$ cat config.mk
export PLATFORM = sky130hd
export DESIGN_NAME = fetch_unit_flat
export DESIGN_NICKNAME = d
export VERILOG_FILES = /design/src/rtl/mips_pkg.sv /design/src/rtl/fetch_unit_if.sv /design/src/rtl/fetch_fifo.sv /design/src/rtl/fetch_unit.sv /design/src/flat_wrapper.sv
export SDC_FILE = /design/constraint.sdc
export NUM_CORES = 1
export LEC_CHECK = 0
export CAP_MARGIN = 25
export CELL_PAD_IN_SITES_DETAIL_PLACEMENT = 2
export CELL_PAD_IN_SITES_GLOBAL_PLACEMENT = 2
export CORE_MARGIN = 2
export CORE_UTILIZATION = 35
export CTS_BUF_LIST = sky130_fd_sc_hd__clkbuf_8
export CTS_CLUSTER_SIZE = 8
export DETAILED_ROUTE_END_ITERATION = 10
export HOLD_SLACK_MARGIN = 0.06
export MAX_ROUTING_LAYER = met4
export PLACE_DENSITY_LB_ADDON = 0.1
export SLEW_MARGIN = 20
export SYNTH_ARGS = -nofsm -noshare
export SYNTH_HDL_FRONTEND = slang
export SYNTH_HIERARCHICAL = 1
export SYNTH_SLANG_ARGS = --single-unit
$ cat constraint.sdc
create_clock -name clk -period 7.4 [get_ports clk]
set_input_delay 1.85 -clock clk [delete_from_list [all_inputs] [get_ports clk]]
set_output_delay 1.85 -clock clk [all_outputs]
set_load 0.02 [all_outputs]
$ cat src/rtl/mips_pkg.sv
// Shared types for the MIPS fetch path.
//   fetch_state_t : fetch FSM encoding (IDLE / WAIT / KILL)
//   fetch_entry_t : one buffered fetch result {instr, pcplus4}
//   NOP_INSTR     : instruction word loaded into IF/ID on a bubble
package mips_pkg;

    typedef enum logic [1:0] {
        IDLE = 2'd0,
        WAIT = 2'd1,
        KILL = 2'd2
    } fetch_state_t;

    typedef struct packed {
        logic [31:0] instr;
        logic [31:0] pcplus4;
    } fetch_entry_t;

    localparam logic [31:0] NOP_INSTR = 32'h0000_0000;

endpackage

$ cat src/rtl/fetch_unit_if.sv
// Instruction-memory request/response bus between the fetch unit and imem.
//   imem_req    : request valid (master -> slave)
//   imem_addr   : request word address (master -> slave)
//   imem_ready  : request accepted when imem_req && imem_ready (slave -> master)
//   imem_rvalid : one-cycle, in-order response strobe (slave -> master)
//   imem_rdata  : response instruction word (slave -> master)
interface fetch_unit_if;

    logic        imem_req;
    logic [31:0] imem_addr;
    logic        imem_ready;
    logic        imem_rvalid;
    logic [31:0] imem_rdata;

    modport master (
        output imem_req,
        output imem_addr,
        input  imem_ready,
        input  imem_rvalid,
        input  imem_rdata
    );

    modport slave (
        input  imem_req,
        input  imem_addr,
        output imem_ready,
        output imem_rvalid,
        output imem_rdata
    );

endinterface

$ cat src/rtl/fetch_fifo.sv
// Small circular buffer holding returned instructions until decode takes them.
//   clk, reset     : clock, asynchronous active-low reset
//   push, wdata    : write one entry (ignored when full unless popping too)
//   pop, rdata     : remove head entry; rdata always shows the head
//   clear          : drop all entries; wins over push and pop
//   full, empty    : occupancy flags
//   count          : current occupancy
import mips_pkg::*;

module fetch_fifo #(
    parameter int DEPTH = 2,
    parameter int CNT_W = $clog2(DEPTH + 1)
) (
    input  logic             clk,
    input  logic             reset,
    input  logic             push,
    input  logic             pop,
    input  logic             clear,
    input  fetch_entry_t     wdata,
    output fetch_entry_t     rdata,
    output logic             full,
    output logic             empty,
    output logic [CNT_W-1:0] count
);

    localparam int PTR_W = (DEPTH > 1) ? $clog2(DEPTH) : 1;

    fetch_entry_t     mem [DEPTH];
    logic [PTR_W-1:0] rd_ptr;
    logic [PTR_W-1:0] wr_ptr;
    logic             do_push;
    logic             do_pop;

    function automatic logic [PTR_W-1:0] ptr_inc(input logic [PTR_W-1:0] p);
        if (p == PTR_W'(DEPTH - 1)) begin
            return '0;
        end
        return p + PTR_W'(1);
    endfunction

    assign full  = (count == CNT_W'(DEPTH));
    assign empty = (count == '0);

    // A push into a full buffer is legal only when the head leaves in the same cycle.
    assign do_push = push && (!full || pop);
    assign do_pop  = pop && !empty;

    assign rdata = mem[rd_ptr];

    always_ff @(posedge clk or negedge reset) begin
        if (!reset) begin
            rd_ptr <= '0;
            wr_ptr <= '0;
            count  <= '0;
        end else if (clear) begin
            rd_ptr <= '0;
            wr_ptr <= '0;
            count  <= '0;
        end else begin
            if (do_push) begin
                wr_ptr <= ptr_inc(wr_ptr);
            end
            if (do_pop) begin
                rd_ptr <= ptr_inc(rd_ptr);
            end
            case ({do_push, do_pop})
                2'b10:   count <= count + CNT_W'(1);
                2'b01:   count <= count - CNT_W'(1);
                default: count <= count;
            endcase
        end
    end

    always_ff @(posedge clk) begin
        if (do_push && !clear) begin
            mem[wr_ptr] <= wdata;
        end
    end

endmodule

$ cat src/rtl/fetch_unit.sv
// IF stage plus IF/ID register of the pipelined MIPS core.
// Owns PCF, issues at most one outstanding instruction-memory request,
// buffers responses in fetch_fifo and presents them to decode.
//   clk, reset        : clock, asynchronous active-low reset
//   StallF            : hold PC, no new request
//   StallD            : hold IF/ID register
//   FlushD            : load bubble into IF/ID
//   PCSrcD, PCBranchD : taken branch/jump in decode and its target
//   imem              : instruction-memory bus (master side)
//   InstrD, PCPlus4D  : decode instruction and its PC+4
//   ValidD            : InstrD is a real instruction
// Optional (macro FETCH_PERF_EN):
//   BubbleCnt         : saturating count of empty-buffer bubbles
//   KillCnt           : saturating count of discarded responses
//
// state | meaning
// IDLE  | no request outstanding; may issue when buffer has room
// WAIT  | request accepted, response will be kept
// KILL  | request accepted before a redirect, response will be dropped
import mips_pkg::*;

module fetch_unit #(
    parameter logic [31:0] RESET_PC  = 32'h0000_0000,
    parameter int          BUF_DEPTH = 2
) (
    input  logic         clk,
    input  logic         reset,
    input  logic         StallF,
    input  logic         StallD,
    input  logic         FlushD,
    input  logic         PCSrcD,
    input  logic [31:0]  PCBranchD,
    fetch_unit_if.master imem,
    output logic [31:0]  InstrD,
    output logic [31:0]  PCPlus4D,
    output logic         ValidD
`ifdef FETCH_PERF_EN
    ,
    output logic [31:0]  BubbleCnt,
    output logic [31:0]  KillCnt
`endif
);

    localparam int CNT_W = $clog2(BUF_DEPTH + 1);

    fetch_state_t     state;
    fetch_state_t     state_nxt;
    logic [31:0]      pcf;
    logic [31:0]      req_addr;
    logic             req_c;
    logic             accept;
    logic             redirect;
    logic             push;
    logic             pop;
    logic             discard;
    fetch_entry_t     push_entry;
    fetch_entry_t     head;
    logic             fifo_full;
    logic             fifo_empty;
    logic [CNT_W-1:0] fifo_count;

    assign redirect = PCSrcD && !StallD;
    assign accept   = req_c && imem.imem_ready;

    assign imem.imem_req  = req_c;
    assign imem.imem_addr = pcf;

    always_ff @(posedge clk or negedge reset) begin
        if (!reset) begin
            state <= IDLE;
        end else begin
            state <= state_nxt;
        end
    end

    always_comb begin
        state_nxt = state;
        req_c     = 1'b0;
        push      = 1'b0;
        discard   = 1'b0;
        case (state)
            IDLE: begin
                // A redirect cycle never issues: PCF is about to change.
                req_c = !StallF && (fifo_count < CNT_W'(BUF_DEPTH)) && !redirect;
                if (req_c && imem.imem_ready) begin
                    state_nxt = WAIT;
                end
            end
            WAIT: begin
                if (imem.imem_rvalid) begin
                    if (redirect) begin
                        discard = 1'b1;
                    end else begin
                        push = !fifo_full || pop;
                    end
                    state_nxt = IDLE;
                end else if (redirect) begin
                    state_nxt = KILL;
                end
            end
            KILL: begin
                if (imem.imem_rvalid) begin
                    discard   = 1'b1;
                    state_nxt = IDLE;
                end
            end
            default: begin
                state_nxt = IDLE;
            end
        endcase
    end

    always_ff @(posedge clk or negedge reset) begin
        if (!reset) begin
            pcf      <= RESET_PC;
            req_addr <= RESET_PC;
        end else begin
            if (redirect) begin
                pcf <= PCBranchD;
            end else if (accept) begin
                pcf <= pcf + 32'd4;
            end
            if (accept) begin
                req_addr <= pcf;
            end
        end
    end

    assign push_entry.instr   = imem.imem_rdata;
    assign push_entry.pcplus4 = req_addr + 32'd4;

    // Redirect empties the buffer, so nothing may leave it in that cycle either.
    assign pop = !StallD && !FlushD && !redirect && !fifo_empty;

    fetch_fifo #(
        .DEPTH (BUF_DEPTH),
        .CNT_W (CNT_W)
    ) u_fifo (
        .clk   (clk),
        .reset (reset),
        .push  (push),
        .pop   (pop),
        .clear (redirect),
        .wdata (push_entry),
        .rdata (head),
        .full  (fifo_full),
        .empty (fifo_empty),
        .count (fifo_count)
    );

    always_ff @(posedge clk or negedge reset) begin
        if (!reset) begin
            InstrD   <= NOP_INSTR;
            PCPlus4D <= 32'd0;
            ValidD   <= 1'b0;
        end else if (!StallD) begin
            if (pop) begin
                InstrD   <= head.instr;
                PCPlus4D <= head.pcplus4;
                ValidD   <= 1'b1;
            end else begin
                InstrD   <= NOP_INSTR;
                PCPlus4D <= 32'd0;
                ValidD   <= 1'b0;
            end
        end
    end

`ifdef FETCH_PERF_EN
    logic bubble_evt;

    // Only bubbles caused by starvation count; hazard flushes do not.
    assign bubble_evt = !StallD && !FlushD && fifo_empty;

    always_ff @(posedge clk or negedge reset) begin
        if (!reset) begin
            BubbleCnt <= 32'd0;
            KillCnt   <= 32'd0;
        end else begin
            if (bubble_evt && (BubbleCnt != 32'hFFFF_FFFF)) begin
                BubbleCnt <= BubbleCnt + 32'd1;
            end
            if (discard && (KillCnt != 32'hFFFF_FFFF)) begin
                KillCnt <= KillCnt + 32'd1;
            end
        end
    end
`endif

endmodule

$ cat src/flat_wrapper.sv
// flat-port wrapper written by rule: the top's interface ports become plain ports
module fetch_unit_flat 
#(
    parameter logic [31:0] RESET_PC  = 32'h0000_0000,
    parameter int          BUF_DEPTH = 2
)
  (clk, reset, StallF, StallD, FlushD, PCSrcD, PCBranchD, InstrD, PCPlus4D, ValidD, imem_imem_req, imem_imem_addr, imem_imem_ready, imem_imem_rvalid, imem_imem_rdata);
  fetch_unit_if imem_i ();
  input  logic clk;
  input  logic reset;
  input  logic StallF;
  input  logic StallD;
  input  logic FlushD;
  input  logic PCSrcD;
  input  logic [31:0] PCBranchD;
  output logic [31:0] InstrD;
  output logic [31:0] PCPlus4D;
  output logic ValidD;
  output wire logic [$bits(imem_i.imem_req)-1:0] imem_imem_req;
  output wire logic [$bits(imem_i.imem_addr)-1:0] imem_imem_addr;
  input wire logic [$bits(imem_i.imem_ready)-1:0] imem_imem_ready;
  input wire logic [$bits(imem_i.imem_rvalid)-1:0] imem_imem_rvalid;
  input wire logic [$bits(imem_i.imem_rdata)-1:0] imem_imem_rdata;
  assign imem_imem_req = imem_i.imem_req;
  assign imem_imem_addr = imem_i.imem_addr;
  assign imem_i.imem_ready = imem_imem_ready;
  assign imem_i.imem_rvalid = imem_imem_rvalid;
  assign imem_i.imem_rdata = imem_imem_rdata;
  fetch_unit #(.RESET_PC(RESET_PC), .BUF_DEPTH(BUF_DEPTH)) u_core (.clk(clk), .reset(reset), .StallF(StallF), .StallD(StallD), .FlushD(FlushD), .PCSrcD(PCSrcD), .PCBranchD(PCBranchD), .imem(imem_i), .InstrD(InstrD), .PCPlus4D(PCPlus4D), .ValidD(ValidD));
endmodule
# --- After elaboration in Yosys (flattened, before gate mapping) ---
# Memory sizes are Yosys's and may differ from the RTL's.
# Cells that the tools add are included.
# W data, S select, Z words.
totals:
  output_inout_bits: 98
  memories: 1
  wordCells: 82
  regBits: 135
  mem_bits_rw: 128
classes:
  reduce_logical: 25
  n_eq_ne: 8
  add_sub_neg: 6
  n_mux: 32
  order_cmp: 1
memory_table:
  columns: ["memory", "depth", "word_bits", "read_ports", "rd_ports_with_merged_regs", "write_ports", "line_no", "text"]
  rows:
  - ["u_core.u_fifo.mem", 2, 64, 1, 0, 1, "fetch_fifo.sv:28", "fetch_entry_t mem [DEPTH];"]
op_table:
  columns: ["op", "n"]
  rows:
  - ["$mux W32", 4]
  - ["$add A32 B3 Y32 const B", 2]
  - ["$mux W1", 21]
  - ["$logic_and A1 B1 Y1", 11]
  - ["$mux W2", 5]
  - ["$eq A2 B2 Y1 const B", 3]
  - ["$logic_not A1 Y1", 6]
  - ["$pmux W2 S3", 1]
  - ["$reduce_bool A2 Y1", 3]
  - ["$eq A2 B1 Y1 const B", 2]
  - ["$logic_not A2 Y1", 2]
  - ["$pmux W2 S2", 1]
  - ["$ne A3 B2 Y1 const B", 1]
  - ["$reduce_and A3 Y1", 1]
  - ["$reduce_bool A3 Y1", 1]
  - ["$add A1 B1 Y1 const B", 2]
  - ["$add A2 B1 Y2 const B", 1]
  - ["$lt A2 B2 Y1 const B", 1]
  - ["$ne A2 B1 Y1 const B", 1]
  - ["$ne A2 B2 Y1 const B", 1]
  - ["$sub A2 B1 Y2 const B", 1]
  - ["$logic_or A1 B1 Y1", 1]

# --- Longest topological paths before layout ---
depth:
  ltp_word: 15
  mapped_depth: 8
  depth_no_buf: 8

# --- By module ---
# The synthesis kept the hierarchy.
modules_own_cells:
  columns: ["module", "seq_area_each_um2", "cells_each", "area_per_inst_um2", "n_inst"]
  rows:
  - ["fetch_unit", 3278.1, 584, 5955.7, 1]
  - ["fetch_fifo", 3943.8, 226, 5082.4, 1]

# --- Least setup slack after synthesis ---
# OpenSTA, ideal clock, no wires.
synth_timing:
  kind: "input -> register"
  start: "input port PCSrcD"
  end: "memory u_core/u_fifo/mem[1][0] (netlist bit), enable pin"
  setup_slack_ns: -1.069
  arrival_time_ns: 7.890
  cell_stages: 6
  path_cell_list: "nor4_1 clkbuf_1 inv_1 a21oi_1 o21ai_4 nor3b_1"
synth_between:
  elab_chain_cells: 12
synth_rtl:
  columns: ["element", "line_no", "text"]
  rows:
  - ["start: declaration", "flat_wrapper.sv:14", "input logic PCSrcD;"]
  - ["$logic_and A1 B1 Y1 *", "fetch_unit.sv:62", "assign redirect = PCSrcD && !StallD;"]
  - ["$logic_not A1 Y1", "fetch_unit.sv:133", "assign pop = !StallD && !FlushD && !redirect && !fifo_empty;"]
  - ["$logic_and A1 B1 Y1 (2 in series)", "fetch_unit.sv:133", null]
  - ["$logic_or A1 B1 Y1", "fetch_unit.sv:94", "push = !fifo_full || pop;"]
  - ["$mux W1 *", "fetch_unit.sv:91", "if (redirect) begin"]
  - ["$mux W1 *", "fetch_unit.sv:90", "if (imem.imem_rvalid) begin"]
  - ["$mux W1 *", "fetch_unit.sv:81", "case (state)"]
  - ["net u_core.push", "fetch_unit.sv:53", "logic push;"]
  - ["$logic_and A1 B1 Y1 *", "fetch_fifo.sv:45", "assign do_push = push && (!full || pop);"]
  - ["$logic_and A1 B1 Y1 *", "fetch_fifo.sv:75", "if (do_push && !clear) begin"]
  - ["$mux W1 *", "fetch_fifo.sv:75", null]
  - ["$mux W1 (not written as such) *", "fetch_fifo.sv:76", "mem[wr_ptr] <= wdata;"]
  - ["end: declaration", "fetch_fifo.sv:28", null]
# The timed path passes the listed nets; every way through them passes the cells marked *.

# --- Final worst setup path ---
layout_timing:
  start: "input port PCSrcD"
  end: "output port imem_imem_req"
layout_between:
  elab_chain_cells: 4
layout_rtl:
  columns: ["element", "line_no", "text"]
  rows:
  - ["$logic_and A1 B1 Y1", "fetch_unit.sv:62", null]
  - ["$logic_not A1 Y1", "fetch_unit.sv:84", "req_c = !StallF && (fifo_count < CNT_W'(BUF_DEPTH)) && !redirect;"]
  - ["$logic_and A1 B1 Y1", "fetch_unit.sv:84", null]
  - ["$mux W1", "fetch_unit.sv:81", null]
  - ["end: declaration", "flat_wrapper.sv:19", "output wire logic [$bits(imem_i.imem_req)-1:0] imem_imem_req;"]
# No other way between the ends.

==> flow_metrics.tcl <==
set metrics [dict create \
    nets 1073 \
    cp.arrival_ns 3.86 \
    slew_headroom 0.3588 \
    crit_type "primary input to output pin" \
    gp_congestion 0.7759 \
    final_max_slew_viol_count 0 \
    fillers 3095 \
    synth_edf_count 128 \
    synth_cell_type_count 58 \
    grt_pass1_wl_um 45520 \
    grt_max_degree 81 \
    reg2reg_setup_slack_ns 3.90 \
    post-route-drc-count 0 \
    cts_resized 0 \
    period_share 0.7710 \
    io_pins 170 \
    cp-end-kind "output pin" \
    cts.sinks 263 \
    tightestPinTransition_ns 0.9618 \
    cts_buffers 47 \
    ir_drop_mv 0.1011 \
    worstSetupStartpointType "primary input" \
    wirelength_um 28360 \
    drive_gt1_frac 0.1513 \
    status "finished clean" \
    finalCoreUtilization 0.4488 \
    required_ns 5.55 \
    drtAntennaViolNets 0 \
    clock_skew_ns 0.02949 \
    hold_class "flop to flop" \
    initial_core_util 0.3525 \
    min_path_cells 0 \
    syn_inst 810 \
    synthArstFlopShare 0.5133 \
    cts_tree "built" \
    synthTopCellsByArea "edfxtp_1, dfrtp_1, mux2_4" \
    antenna_cells 0 \
    holdCritStartpoint "u_core/req_addr[0]$_DFFE_PN0P_" \
    synth_seq_cells 263 \
    syn-cell-area_sq_um 11040 \
    cts_setup_buffers 0 \
    die_x_um 181.6 \
    via_per_inst 5.014 \
    grt_use_total 0.1797 \
    fmax_mhz 175.3 \
    cp_max_fo 20 \
    ys_top_cells_by_count "dfrtp_1, nand2_1, edfxtp_1, a22o_1, mux2_4" \
    drt-met1-wl_um 13660 \
    via_count 7220 \
    drv_cap 0 \
    htreeDepth 2 \
    port_buffers 169 \
    die_h_um 181.6 \
    report.final.hold_viol_count 0 \
    fin_setup_tns_ns 0 \
    power_mw 3.581 \
    setup_viol 0 \
    rows 65 \
    hold_end "u_core/u_fifo/mem[0][0]$_DFFE_PP_" \
    fp.coreArea_sq_um 31310 \
    period_minus_slack_ns 5.705 \
    syn_nets 884 \
    top_layer "met4" \
    p_leak_nw 5.634 \
    ys_seq_area_frac 0.6543 \
    clkTransAtPathRegs_ns 0.06 \
    antenna_found_initial 0 \
    drt-pass1-iter-count 4 \
    dieArea_sq_um 32970 \
    worstSkewPairLatency_ns 0.56 \
    post_drt_wl_per_cell_um 19.70 \
    syn_avg_cell_area_sq_um 13.63 \
    ys_warn_count 6 \
    rsz0062_at_grt "false" \
    ff2ff_path_depth 7 \
    met2_length_um 13020 \
    r2r_end "u_core/u_fifo/mem[1][28]$_DFFE_PP_" \
    netlist.area_leader.share 0.3482 \
    gr-total-overflow 0 \
    grt_pass1_vias 7996 \
    r2r_start "u_core/u_fifo/count[1]$_DFFE_PN0P_" \
    dp_hpwl_um 18110 \
    clockRootBuffer "clkbuf_8" \
    dr_wl_met3_um 1082 \
    drtIter0Drc 244 \
    ctsHoldBuffers 0 \
    synth_top_area_cell "edfxtp_1" \
    syn2layout_area_growth_pct 27.32 \
    clock_path_buffers 3 \
    ys.flop_type "dfrtp_1" \
    power_density_nw_per_um2 254.8 \
]
-- per-layer routing --
metal  GRT usage  vias to the layer above
met5           -                        -
met4     0.05593                        0
met3     0.02407                       51
met2      0.2760                      183
met1      0.2489                     3640
li1            -                     3346
-- cells by family (layout without fill, tap and decap cells) --
family          after synthesis  count (layout)  synth area share
mux                          68              68           0.08637
simple gates                262             262            0.1136
flops                       263             263            0.6543
fa+ha+maj                     2               2          0.002267
buf+inv                      51             279           0.02516
xor+xnor                     47              47           0.03729
compound gates              117             117           0.08105
-- critical path, cell delays in order --
cell	delay, ns
clkdlybuf4s50_1	0.45
nand2b_1	0.10
buf_4	0.30
inv_2	0.06
nor2_1	0.16
nor4b_1	0.26
clkdlybuf4s50_1	0.66
-- layout make-up --
class | instances | area (sq um) | share of cell area
flip-flops and latches | 263 | 7226 | 0.5142
clock buffers | 54 | 743.2 | 0.05288
clock inverters | 34 | 192.7 | 0.01371
multi-input cells | 496 | 3573 | 0.2543
well taps | 402 | 503.0 | 0.03579
inverters | 10 | 37.54 | 0.002671
repair buffers | 181 | 1778 | 0.1265
-- registers in the layout, indices dropped and copies added, names as in the netlist --
register and flops:
u_core/u_fifo/mem 128, u_core/ValidD 1, u_core/state 2, u_core/req_addr 32, u_core/imem.imem_addr 32, u_core/u_fifo/wr_ptr 1, u_core/PCPlus4D 32, u_core/InstrD 32
u_core/u_fifo/rd_ptr 1, u_core/u_fifo/count 2
-- how the worst max path moves through the flow --
| stage | end | slack [ns] | from |
|---|---|---|---|
| global placement | imem_imem_req | 1.71 | PCSrcD |
| global route | imem_imem_req | 1.52 | PCSrcD |
| finish | imem_imem_req | 1.69 | PCSrcD |
| detailed placement | imem_imem_req | 1.68 | PCSrcD |
| floorplan | u_core/u_fifo/mem[1][0]$_DFFE_PP_ | 1.20 | PCSrcD |
| CTS | imem_imem_req | 1.66 | PCSrcD |
-- layout by cell type (no fill, tap or decap), types with 12 or more instances in the layout --
cell type | netlist | routed
dfrtp_1 | 135 | 134
nor2_1 | 31 | 31
nand3_1 | 29 | 29
buf_4 | 2 | 12
a22o_1 | 64 | 64
clkbuf_8 | 0 | 54
clkdlybuf4s50_1 | 0 | 167
mux2_4 | 51 | 51
edfxtp_1 | 128 | 128
xnor2_1 | 27 | 27
mux2_2 | 14 | 14
nand4_1 | 18 | 18
xor2_1 | 20 | 20
inv_1 | 9 | 30
nand2_1 | 135 | 135
o21ai_0 | 15 | 15
-- where the power goes --
| group | internal, mW | switching [mW] | total [mW] |
|---|---|---|---|
| clock network | 0.736 | 0.594 | 1.33 |
| registers | 1.67 | 0.131 | 1.80 |
| logic | 0.211 | 0.238 | 0.449 |
| total | 2.62 | 0.963 | 3.58 |
-- stage by stage --
| stage | instance area (sq um) | hold slack, ns | cells | setup WS (ns) |
|---|---|---|---|---|
| 2_1_floorplan | 11050 | 0.4419 | 810 | 1.200 |
| 3_3_place_gp | 13120 | 0.4827 | 1352 | 1.709 |
| 5_1_grt | 14050 | 0.5128 | 1440 | 1.518 |
| 4_1_cts | 14050 | 0.5017 | 1440 | 1.659 |
| 6_report | 14050 | 0.5033 | 1440 | 1.695 |
| 3_5_place_dp | 13120 | 0.4906 | 1352 | 1.685 |
Note: power is estimated with default switching activity, not from simulation.
